===== config.mk =====
export PLATFORM = sky130hd
export DESIGN_NAME = regfile_writeback
export DESIGN_NICKNAME = d
export VERILOG_FILES = /design/src/rtl/regfile_pkg.sv /design/src/rtl/wb_fifo.sv /design/src/rtl/regfile_writeback.sv
export SDC_FILE = /design/constraint.sdc
export NUM_CORES = 1
export LEC_CHECK = 0
export BUFFER_PORTS_ARGS = -buffer_cell sky130_fd_sc_hd__buf_4
export CAP_MARGIN = 20
export CORE_UTILIZATION = 35
export DETAILED_ROUTE_END_ITERATION = 12
export SLEW_MARGIN = 20
export SYNTH_ARGS = -nofsm -noshare
export SYNTH_HDL_FRONTEND = slang
export SYNTH_HIERARCHICAL = 1
export SYNTH_SLANG_ARGS = --single-unit

===== constraint.sdc =====
create_clock -name clk -period 3.9 [get_ports clk]
set_input_delay 0.39 -clock clk [delete_from_list [all_inputs] [get_ports clk]]
set_output_delay 0.39 -clock clk [all_outputs]
set_load 0.005 [all_outputs]

===== src/rtl/regfile_pkg.sv =====
// Shared register-file types: data/address widths and the write-back request record.
// Used by the write-back initiator, the register file and decode.
package regfile_pkg;

    localparam int XLEN       = 32;
    localparam int REG_ADDR_W = 5;
    localparam int NUM_REGS   = 32;

    typedef struct packed {
        logic [REG_ADDR_W-1:0] addr;
        logic [XLEN-1:0]       data;
    } wb_req_t;

    // One-hot register mask for a destination address.
    function automatic logic [NUM_REGS-1:0] reg_onehot(input logic [REG_ADDR_W-1:0] addr);
        reg_onehot = {{(NUM_REGS-1){1'b0}}, 1'b1} << addr;
    endfunction

endpackage


===== src/rtl/wb_fifo.sv =====
// Circular buffer of pending load write-backs with occupancy and a per-register
// pending mask, used to hold loads while the ALU owns the write port.
module wb_fifo
    import regfile_pkg::*;
#(
    parameter int DEPTH = 4
) (
    input  logic                    clk,
    input  logic                    rst,
    input  logic                    push,
    input  logic [REG_ADDR_W-1:0]   push_addr,
    input  logic [XLEN-1:0]         push_data,
    input  logic                    pop,
    output logic [REG_ADDR_W-1:0]   head_addr,
    output logic [XLEN-1:0]         head_data,
    output logic [$clog2(DEPTH):0]  count,
    output logic [NUM_REGS-1:0]     pending
);

    localparam int PTR_W = $clog2(DEPTH);
    localparam logic [PTR_W:0] DEPTH_C = (PTR_W+1)'(DEPTH);

    wb_req_t          mem_r [DEPTH];
    logic [DEPTH-1:0] valid_r;
    logic [DEPTH-1:0] valid_nxt_s;
    logic [PTR_W-1:0] head_r;
    logic [PTR_W-1:0] tail_r;
    logic [PTR_W:0]   count_r;
    logic             push_ok_s;
    logic             pop_ok_s;
    logic [NUM_REGS-1:0] pending_s;

    assign push_ok_s = push && (count_r < DEPTH_C);
    assign pop_ok_s  = pop && (count_r != {(PTR_W+1){1'b0}});

    // Per-slot occupancy flags; push and pop never target the same slot.
    always_comb begin
        valid_nxt_s = valid_r;
        for (int i = 0; i < DEPTH; i++) begin
            valid_nxt_s[i] = (push_ok_s && (tail_r == PTR_W'(i))) ? 1'b1 :
                             (pop_ok_s  && (head_r == PTR_W'(i))) ? 1'b0 : valid_r[i];
        end
    end

    // Pointer, occupancy and slot-valid state.
    always_ff @(posedge clk) begin
        if (rst) begin
            head_r  <= {PTR_W{1'b0}};
            tail_r  <= {PTR_W{1'b0}};
            count_r <= {(PTR_W+1){1'b0}};
            valid_r <= {DEPTH{1'b0}};
        end else begin
            valid_r <= valid_nxt_s;
            if (push_ok_s) begin
                tail_r <= tail_r + PTR_W'(1);
            end
            if (pop_ok_s) begin
                head_r <= head_r + PTR_W'(1);
            end
            case ({push_ok_s, pop_ok_s})
                2'b10:   count_r <= count_r + (PTR_W+1)'(1);
                2'b01:   count_r <= count_r - (PTR_W+1)'(1);
                default: count_r <= count_r;
            endcase
        end
    end

    // Entry storage; contents are qualified by valid_r so no reset is needed.
    always_ff @(posedge clk) begin
        if (push_ok_s) begin
            mem_r[tail_r] <= '{addr: push_addr, data: push_data};
        end
    end

    // Pending mask reflects only occupied slots, i.e. state before this cycle's push.
    always_comb begin
        pending_s = {NUM_REGS{1'b0}};
        for (int i = 0; i < DEPTH; i++) begin
            pending_s = pending_s | (valid_r[i] ? reg_onehot(mem_r[i].addr) : {NUM_REGS{1'b0}});
        end
    end

    assign head_addr = mem_r[head_r].addr;
    assign head_data = mem_r[head_r].data;
    assign count     = count_r;
    assign pending   = pending_s;

endmodule


===== src/rtl/regfile_writeback.sv =====
// Register-file write-port initiator: ALU results take priority, loads wait in a FIFO,
// same-register ordering is preserved and load starvation is bounded.
module regfile_writeback
    import regfile_pkg::*;
#(
    parameter int DEPTH        = 4,
    parameter int STARVE_LIMIT = 3
) (
    input  logic                    clk,
    input  logic                    rst,
    input  logic                    alu_valid,
    output logic                    alu_ready,
    input  logic [4:0]              alu_addr,
    input  logic [31:0]             alu_data,
    input  logic                    ld_valid,
    output logic                    ld_ready,
    input  logic [4:0]              ld_addr,
    input  logic [31:0]             ld_data,
    output logic [4:0]              write_address,
    output logic [31:0]             write_data,
    output logic                    write_enable,
    output logic [31:0]             pending,
    output logic [$clog2(DEPTH):0]  fifo_count
);

    localparam int CNT_W = $clog2(DEPTH) + 1;
    localparam int STV_W = $clog2(STARVE_LIMIT + 1);
    localparam logic [CNT_W-1:0] DEPTH_C  = CNT_W'(DEPTH);
    localparam logic [STV_W-1:0] STARVE_C = STV_W'(STARVE_LIMIT);

    logic [CNT_W-1:0]      fifo_count_s;
    logic [NUM_REGS-1:0]   pending_s;
    logic [REG_ADDR_W-1:0] head_addr_s;
    logic [XLEN-1:0]       head_data_s;
    logic                  fifo_nonempty_s;
    logic                  push_s;
    logic                  grant_alu_s;
    logic                  grant_fifo_s;
    logic                  alu_ready_s;
    logic [REG_ADDR_W-1:0] sel_addr_s;
    logic [XLEN-1:0]       sel_data_s;
    logic [STV_W-1:0]      starve_r;
    logic [STV_W-1:0]      starve_nxt_s;
    logic [REG_ADDR_W-1:0] wr_addr_r;
    logic [XLEN-1:0]       wr_data_r;
    logic                  wr_en_r;

    wb_fifo #(.DEPTH(DEPTH)) u_fifo (
        .clk       (clk),
        .rst       (rst),
        .push      (push_s),
        .push_addr (ld_addr),
        .push_data (ld_data),
        .pop       (grant_fifo_s),
        .head_addr (head_addr_s),
        .head_data (head_data_s),
        .count     (fifo_count_s),
        .pending   (pending_s)
    );

    assign fifo_nonempty_s = (fifo_count_s != {CNT_W{1'b0}});
    assign ld_ready        = !rst && (fifo_count_s < DEPTH_C);
    assign push_s          = ld_valid && ld_ready;

    // Arbitration: starvation cap or an older load to the same register overrides ALU priority.
    always_comb begin
        grant_alu_s  = 1'b0;
        grant_fifo_s = 1'b0;
        alu_ready_s  = 1'b0;
        if (rst) begin
            grant_fifo_s = 1'b0;
        end else if (fifo_nonempty_s &&
                     ((starve_r == STARVE_C) || (alu_valid && pending_s[alu_addr]))) begin
            grant_fifo_s = 1'b1;
        end else if (alu_valid) begin
            grant_alu_s = 1'b1;
            alu_ready_s = 1'b1;
        end else if (fifo_nonempty_s) begin
            grant_fifo_s = 1'b1;
        end else begin
            grant_fifo_s = 1'b0;
        end
    end

    assign alu_ready  = alu_ready_s;
    assign sel_addr_s = grant_fifo_s ? head_addr_s : alu_addr;
    assign sel_data_s = grant_fifo_s ? head_data_s : alu_data;

    // Starve count only advances while a load is actually waiting.
    always_comb begin
        starve_nxt_s = {STV_W{1'b0}};
        if (grant_alu_s && fifo_nonempty_s) begin
            starve_nxt_s = (starve_r == STARVE_C) ? starve_r : starve_r + STV_W'(1);
        end else begin
            starve_nxt_s = {STV_W{1'b0}};
        end
    end

    // Write-port register; r0 writes are consumed but never enabled.
    always_ff @(posedge clk) begin
        if (rst) begin
            wr_addr_r <= {REG_ADDR_W{1'b0}};
            wr_data_r <= {XLEN{1'b0}};
            wr_en_r   <= 1'b0;
            starve_r  <= {STV_W{1'b0}};
        end else begin
            starve_r <= starve_nxt_s;
            if (grant_alu_s || grant_fifo_s) begin
                wr_addr_r <= sel_addr_s;
                wr_data_r <= sel_data_s;
                wr_en_r   <= (sel_addr_s != {REG_ADDR_W{1'b0}});
            end else begin
                wr_en_r   <= 1'b0;
            end
        end
    end

    assign write_address = wr_addr_r;
    assign write_data    = wr_data_r;
    assign write_enable  = wr_en_r;
    assign pending       = pending_s;
    assign fifo_count    = fifo_count_s;

endmodule


# ---- Word level (Yosys, flattened, before mapping)
# Memory sizes are Yosys's and may differ from the RTL's. A register that Yosys moved wholly into a read port is not among the register bits.
# Index checks and enable logic that the tools add are counted.
dict set report totals {
  ff_bits 51
  ramBits 148
  input_bits 78
  output_inout_bits 75
  wordCells 94
  mem_count 1
}
# memory depth width read_ports rd_ports_with_merged_regs wr line_no
set memory_table {}
lappend memory_table {u_fifo.mem_r 4 37 5 1 1 wb_fifo.sv:23} ;# wb_req_t mem_r [DEPTH];
dict set report classes {
  addsub 5
  order_cmp 2
  eq_ne 9
  shift 4
  muxes 28
  bitwise 5
  reduce_logical 29
}
# operator n
set ops {}
lappend ops {{$mux W32} 5}
lappend ops {{$shl A1 B5 Y32 const A} 4}
lappend ops {{$or A32 B32 Y32} 3}
lappend ops {{$mux W1} 18}
lappend ops {{$logic_and A1 B1 Y1} 15}
lappend ops {{$eq A2 B2 Y1 const B} 6}
lappend ops {{$reduce_bool A2 Y1} 5}
lappend ops {{$add A2 B1 Y2 const B} 3}
lappend ops {{$eq A2 B1 Y1 const B} 3}
lappend ops {{$lt A5 B6 Y1 const B} 1}
lappend ops {{$pmux W3 S2} 1}
lappend ops {{$bmux W1 S5} 1}
lappend ops {{$mux W5} 1}
lappend ops {{$reduce_bool A5 Y1} 1}
lappend ops {{$logic_not A2 Y1} 2}
lappend ops {{$mux W2} 2}
lappend ops {{$reduce_or A2 Y1} 2}
lappend ops {{$add A3 B1 Y3 const B} 1}
lappend ops {{$lt A3 B3 Y1 const B} 1}
lappend ops {{$reduce_bool A3 Y1} 1}
lappend ops {{$sub A3 B1 Y3 const B} 1}
lappend ops {{$logic_or A1 B1 Y1} 2}
lappend ops {{$not A1 Y1} 2}
lappend ops {{$logic_not A1 Y1} 1}

# ---- Logic depth before layout (Yosys ltp)
# Gate-level depths: netlist of run 1.
dict set report logic_depth {
  word_depth 16
  depth_mapped 21
  mapped_depth_nobuf 16
}

# ---- By module
# The synthesis of run 1 kept the hierarchy.
# module instances cells_each area_per_inst_um2 seq_area_each_um2
set by_module_without_submodules {}
lappend by_module_without_submodules {wb_fifo 1 422 7130.6 4704.5}
lappend by_module_without_submodules {regfile_writeback 1 320 2743.9 800.8}

# ---- Least setup slack after synthesis of run 1
# OpenSTA, ideal clock, no wires.
dict set report synth_timing {
  kind {register to register}
  start {memory u_fifo/mem_r[3][36] (netlist bit)}
  end {register u_fifo.count_r[2], in the netlist u_fifo/count[2]}
  setup_time_ps 71
  arrival_time_ps 4260
  required_time_ps 3829
  setup_slack_ps -431
  stages_incl_launch_ff 21
  n_path_buf 4
  period_less_slack_ps 4331
  cell_sequence {edfxtp_1 > or4b_4 > a2bb2o_4 > a221o_1 > mux2i_1 > a22oi_1 > a211oi_1 > or4_1 > clkbuf_1 > a21o_1 > buf_6 > buf_6 > nor2_1 > o31a_1 > buf_2 > ha_1 > inv_1 > fa_1 > xor2_1 > or3_1 > a21oi_1}
}
# item line_no
set synth_rtl {}
lappend synth_rtl {{from (decl)} wb_fifo.sv:23}
lappend synth_rtl {{to (signal assigned)} wb_fifo.sv:50} ;# count_r <= {(PTR_W+1){1'b0}};
lappend synth_rtl {{to (signal assigned)} wb_fifo.sv:61} ;# 2'b10: count_r <= count_r + (PTR_W+1)'(1);
lappend synth_rtl {{to (signal assigned)} wb_fifo.sv:62} ;# 2'b01: count_r <= count_r - (PTR_W+1)'(1);
lappend synth_rtl {{to (decl)} wb_fifo.sv:28} ;# logic [PTR_W:0] count_r;

==> results of run 1 <==
## layer usage
layer	part of all wire (%)	GRT usage, %
met5	0	0
met4	2.9	6.345
met3	5.9	3.279
met2	48	34.75
met1	43	26.38
## registers in the layout (all words and copies together), names as in the netlist, named ones only
signal / flops
u_fifo/mem_r: 148
write_data: 32
write_address: 5
u_fifo/valid_r: 4
u_fifo/count: 3
starve_r: 2
u_fifo/head_r: 2
u_fifo/tail_r: 2
write_enable: 1
## report_power, final
group	switching, uW	internal, uW
Clock	915	1300
Sequential	75.5	2400
Combinational	386	369
Total	1380	4060
## layout make-up
type	instances	area (sq um)	share of cell area, %
flip-flops and latches	201	5509	41.26
well taps	378	473.0	3.542
repair buffers	286	2226	16.67
clock buffers	27	620.6	4.648
clock inverters	15	178.9	1.340
multi-input cells	466	4285	32.09
inverters	16	60.06	0.4498
## cell usage in the layout (no fill, tap or decap), drive strengths merged, types with 6 or more instances in the layout
cell type / synthesis / routed
clkbuf: 40 / 27
a221o: 6 / 6
nand3: 6 / 6
o22ai: 41 / 41
buf: 19 / 286
nor2b: 14 / 14
nand2: 15 / 15
a21oi: 47 / 47
o221a: 36 / 36
o221ai: 21 / 21
mux4: 37 / 37
a22oi: 15 / 15
a32oi: 10 / 10
edfxtp: 148 / 148
clkinv: 0 / 9
nand4b: 6 / 6
mux2i: 55 / 55
nor2: 60 / 60
dfxtp: 53 / 53
ha: 10 / 10
nand2b: 17 / 17
inv: 16 / 18
and2: 6 / 6
## through the flow
| step | utilization (%) | total power, uW | instance area, sq um | std cells |
|---|---|---|---|---|
| after floorplan | - | 2899 | 9908 | 742 |
| after global placement | 44.00 | 3241 | 12220 | 1331 |
| after detailed placement | 44.00 | 3250 | 12220 | 1331 |
| after CTS | 47.04 | 5471 | 13070 | 1374 |
| after global routing | 48.06 | 5640 | 13350 | 1389 |
| final | 48.06 | 5441 | 13350 | 1389 |
## repair_timing
item / 4_1_cts / 5_1_grt
setup endpoints to repair: 2 / 3
hold endpoints to repair: 0 / 0
resized for setup: 9 / 37
hold buffers: 0 / 0
pin swaps: 3 / 16
setup buffers: 1 / 15
## kinds of logic after synthesis
family / share of synthesized area [%]
multiplexers: 14.01
buffers and inverters: 3.396
flip-flops: 55.75
AND/OR/NAND/NOR: 8.908
AO/OA/AOI/OAI: 16.11
adder cells (fa/ha/maj): 1.470
XOR/XNOR: 0.3549
## final timing paths
kind,start,to,slack (ns)
worst max-delay path,u_fifo/mem_r[3][36],u_fifo/count[2],-0.06
worst min-delay path,ld_data[29],u_fifo/mem_r[3][29],0.06
worst max register to register,u_fifo/mem_r[3][36],u_fifo/count[2],-0.06
worst min register to register,starve_r[0],starve_r[0],0.45
==> results_dict.tcl, run 1 <==
set metrics [dict create \
    wl_per_cell_um 21.43 \
    routed_wl_um 29760 \
    clkTransAtPathRegs_ns 0.06 \
    boundaryPins 153 \
    fmax_ghz 0.2527 \
    critPathBufInv 1 \
    diodes 0 \
    grt_usage_pct 20.35 \
    dp_slack_ns -0.3252 \
    drv_slew 0 \
    dieArea_sq_um 28890 \
    synth_nets 831 \
    status "finished, violations left" \
    drt-initial-drc-count 492 \
    hold_ws_ns 0.05870 \
    ir_worst_vdd_uv 284.0 \
    synthCells 742 \
    path_depth 16 \
    crit_arrival_ns 4.43 \
    slowest_stage "or4b_4" \
    clock_sinks 201 \
    drv_cap 0 \
    dp.final_hpwl_um 20890 \
    areaGrowthSynthToFinish_pct 35.23 \
    ys.flop_type "edfxtp_1" \
    hp-class "in -> reg" \
    synth_top_area_share_pct 45.01 \
    finalCriticalPeriod_ns 3.958 \
    ys_async_sr_fraction_pct 0 \
    drive_gt1_share_pct 45.40 \
    synth-seq-cells 201 \
    crit_family "simple AND/OR/NAND/NOR gates" \
    synthTopCellsByArea "edfxtp_1 45%, dfxtp_1 11%, mux4_2 8.4%" \
    slew-limit-headroom_pct 36.73 \
    htreeDepth 1 \
    crit_chain "or4b_4 -> a2bb2o_4 -> a221o_1 -> mux2i_1 -> a22oi_1 -> a211oi_2 -> or4_4 -> a21o_4 -> nor2_2 -> o31a_1 -> ha_4 -> inv_2 -> fa_2 -> xor2_1 -> or3_1 -> a21oi_2" \
    drc_errors 0 \
    worst_pin_slew_ns 0.9490 \
    worstSkewPairLatency_ns 0.53 \
    grt_antenna_before_repair 0 \
    cts-buffers-inserted 23 \
    portBuffers 152 \
    min_path_cells 1 \
    grt_max_degree 41 \
    cts-root-buf "clkbuf_16" \
    critPathKind "reg -> reg" \
    synth_cell_types 60 \
    crit_path_end_kind "register" \
    fillers 2532 \
    failed_checks "negative setup slack" \
    die_h_um 170.0 \
    num_rows 61 \
    yosysTopAreaCell "edfxtp_1" \
    start_kind "register" \
    powerDensity_nw_per_um2 407.5 \
    vias 7629 \
    clockBufferDepth 3 \
    yosysMostFrequentCell "edfxtp_1" \
    fin_setup_tns_ns -0.05803 \
    synth_area_per_cell_sq_um 13.31 \
    gr-total-overflow 0 \
    synth_edf_count 148 \
    firstDrtPassIters 5 \
    rsz0062_at_grt "true" \
    gp_congestion 1.016 \
    worstRegToRegCells 16 \
    fin_nets 1083 \
    grt_pass1_vias 7603 \
    start_util_pct 35.54 \
    critical_path.max_stage_delay_ns 0.62 \
    synth_seq_area_share_pct 55.75 \
    ys_warn_count 6 \
    vias_per_cell 5.492 \
    syn-cell-area_sq_um 9874 \
    skew_ns 0.02327 \
    static-leakage-power_uw 0.005020 \
    coreArea_sq_um 27780 \
    synthTopCellsByCount "148 x edfxtp_1, 60 x nor2_1, 55 x mux2i_1" \
    cts_tree "yes" \
    crit_fanout 4 \
    required_ns 4.37 \
    fp.dieW_um 170.0 \
    grt_pass1_wl_um 44750 \
    fin_crit_sh_pct 101.5 \
    finalHoldViolCount 0 \
    setup_violations 1 \
    final_antenna_net_count 0 \
    setup_ws_ns -0.05803 \
]
No activity file was read; power rests on OpenSTA's default activity.
==> run 2: changes to the inputs <==
Settings changed: CORE_UTILIZATION 35 to 42, RECOVER_POWER from default to 100.
==> results_dict.tcl, run 2 (synthesis gave the netlist of run 1 again) <==
set metrics [dict create \
    crit_arrival_ns 4.50 \
    die_h_um 155.3 \
    ctsHoldBuffers 0 \
    fp.dieW_um 155.3 \
    drt-initial-drc-count 496 \
    drive_gt1_share_pct 40.06 \
    fin_nets 1083 \
    hp-class "in -> reg" \
    start_kind "register" \
    setup_ws_ns -0.1575 \
    grt_pass1_vias 7908 \
    finalPower_uw 5402 \
    fmax_ghz 0.2465 \
    worst_pin_slew_ns 0.9524 \
    mostFrequentLayoutCell "buf_4" \
    dp_cells 1269 \
    regMostFlops "u_fifo/mem_r" \
    whs_endpoint "u_fifo/mem_r[3][28]" \
    dp.final_hpwl_um 21680 \
    powerDensity_nw_per_um2 413.7 \
    status "finished, violations left" \
    cts_tree "yes" \
    grt_busiest_layer "met2" \
    r2r-start "u_fifo/mem_r[3][36]" \
    min_path_cells 1 \
    vias 7692 \
    dieArea_sq_um 24130 \
    finalCriticalPeriod_ns 4.058 \
    hp-start "ld_data[28]" \
    gp_congestion 0.9084 \
    skew_ns 0.02364 \
    rsz0062_at_grt "true" \
    num_rows 55 \
    failed_checks "negative setup slack" \
    grt_use_met2_pct 42.32 \
    gr-total-overflow 0 \
    grt_pass1_wl_um 47060 \
    grt_usage_pct 25.81 \
    finalHoldViolCount 0 \
    coreArea_sq_um 22850 \
    areaGrowthSynthToFinish_pct 32.23 \
    crit_path_end_kind "register" \
    htreeDepth 1 \
    placed_area_sq_um 12130 \
    grt_max_degree 41 \
    grt_util_met1_pct 35.53 \
    start_util_pct 43.22 \
    cts-buffers-inserted 23 \
    fillers 1954 \
    final_cell_mix "204 x buf_4, 148 x edfxtp_1, 59 x nor2_1" \
    static-leakage-power_uw 0.004836 \
    reg2reg_slack_ns -0.16 \
    ir_worst_vdd_uv 540.4 \
    setup_violations 1 \
    crit_fanout 6 \
    required_ns 4.35 \
    diodes 0 \
    boundaryPins 153 \
    use_met3_pct 4.206 \
    clock_sinks 201 \
    clkTransAtPathRegs_ns 0.06 \
    portBuffers 152 \
    drv_cap 0 \
    worstRegToRegCells 16 \
    stdcell_area_sq_um 13060 \
    worstSkewPairLatency_ns 0.52 \
    wl_per_cell_um 23.46 \
    cts-root-buf "clkbuf_16" \
    fin_cells 1324 \
    critPathKind "reg -> reg" \
    largest_register_ffs 148 \
    firstDrtPassIters 6 \
    final_antenna_net_count 0 \
    fin_crit_sh_pct 104.0 \
    clockBufferDepth 3 \
    drv_slew 0 \
    slew-limit-headroom_pct 36.50 \
    grt_antenna_before_repair 1 \
    rr_endpoint "u_fifo/count[2]" \
    vias_per_cell 5.810 \
    post-route-util_pct 57.15 \
    drc_errors 0 \
    routed_wl_um 31060 \
]
-- run 2: cell types whose count changed in the layout (fill, tap and decap cells not counted), sizes merged --
cell,before,now
buf,286,208
clkbuf,27,102
bufinv,2,4
clkinv,9,11
clkinvlp,2,1
-- run 2: repair_timing --
item,in CTS,in global routing
resized for setup,17,27
pin swaps,1,4
setup buffers,8,5
setup endpoints to repair,2,2
-- run 2: area by class of cell --
class	count	area [sq um]	area share [%]
Clock buffer	24	579.3	4.437
Multi-Input combinational cell	466	4298	32.91
Tap cell	313	391.6	2.999
Inverter	16	60.06	0.4599
Sequential cell	201	5510	42.20
Clock inverter	18	197.7	1.514
Timing Repair Buffer	286	2021	15.48
-- run 2: worst max-delay path by stage --
stage | from | to | slack, ns | depth (start not counted)
2_1_floorplan | u_fifo/mem_r[3][36] | u_fifo/count[2] | -0.16 | 20
3_3_place_gp | u_fifo/mem_r[0][33] | u_fifo/count[2] | -0.40 | 18
3_5_place_dp | u_fifo/mem_r[0][33] | u_fifo/count[2] | -0.43 | 18
4_1_cts | u_fifo/mem_r[3][36] | u_fifo/count[2] | -0.13 | 16
5_1_grt | u_fifo/mem_r[2][34] | u_fifo/count[2] | -0.30 | 17
6_report | u_fifo/mem_r[3][36] | u_fifo/count[2] | -0.16 | 16
-- run 2: metrics by stage --
step / worst slack [ns] / setup TNS [ns] / hold slack (ns)
floorplan: -0.1625 / -0.1927 / 0.3990
global placement: -0.4004 / -0.6648 / 0.4122
detailed placement: -0.4291 / -0.6955 / 0.4317
CTS: -0.1303 / -0.1303 / 0.05825
global route: -0.2994 / -0.4324 / 0.1340
finish: -0.1575 / -0.1575 / 0.1315
-- run 2: critical path: stages, from the launching register on --
cell and delay (ns):
edfxtp_1 0.46, or4b_4 0.57, o2bb2ai_2 0.18, a221o_1 0.17, mux2i_1 0.09, a22oi_1 0.23, a21oi_2 0.10, or4_4 0.53
a21o_4 0.24, nor2_4 0.07, o31a_1 0.20, ha_4 0.16, inv_2 0.03, fa_2 0.32, xor2_1 0.15, or3_1 0.34
a21oi_2 0.14
-- run 2: layer usage --
layer | share of wire, % | vias up
li1 | - | 3523
met5 | 0.039 | -
met2 | 48 | 294
met4 | 2.0 | 2
met3 | 5.9 | 48
met1 | 44 | 3825
-- run 2: power breakdown --
group          internal [uW]  switching, uW  leakage [uW]
clock network           1350            854      0.000379
logic                    338            394       0.00267
registers               2400           72.7       0.00178
total                   4080           1320       0.00484
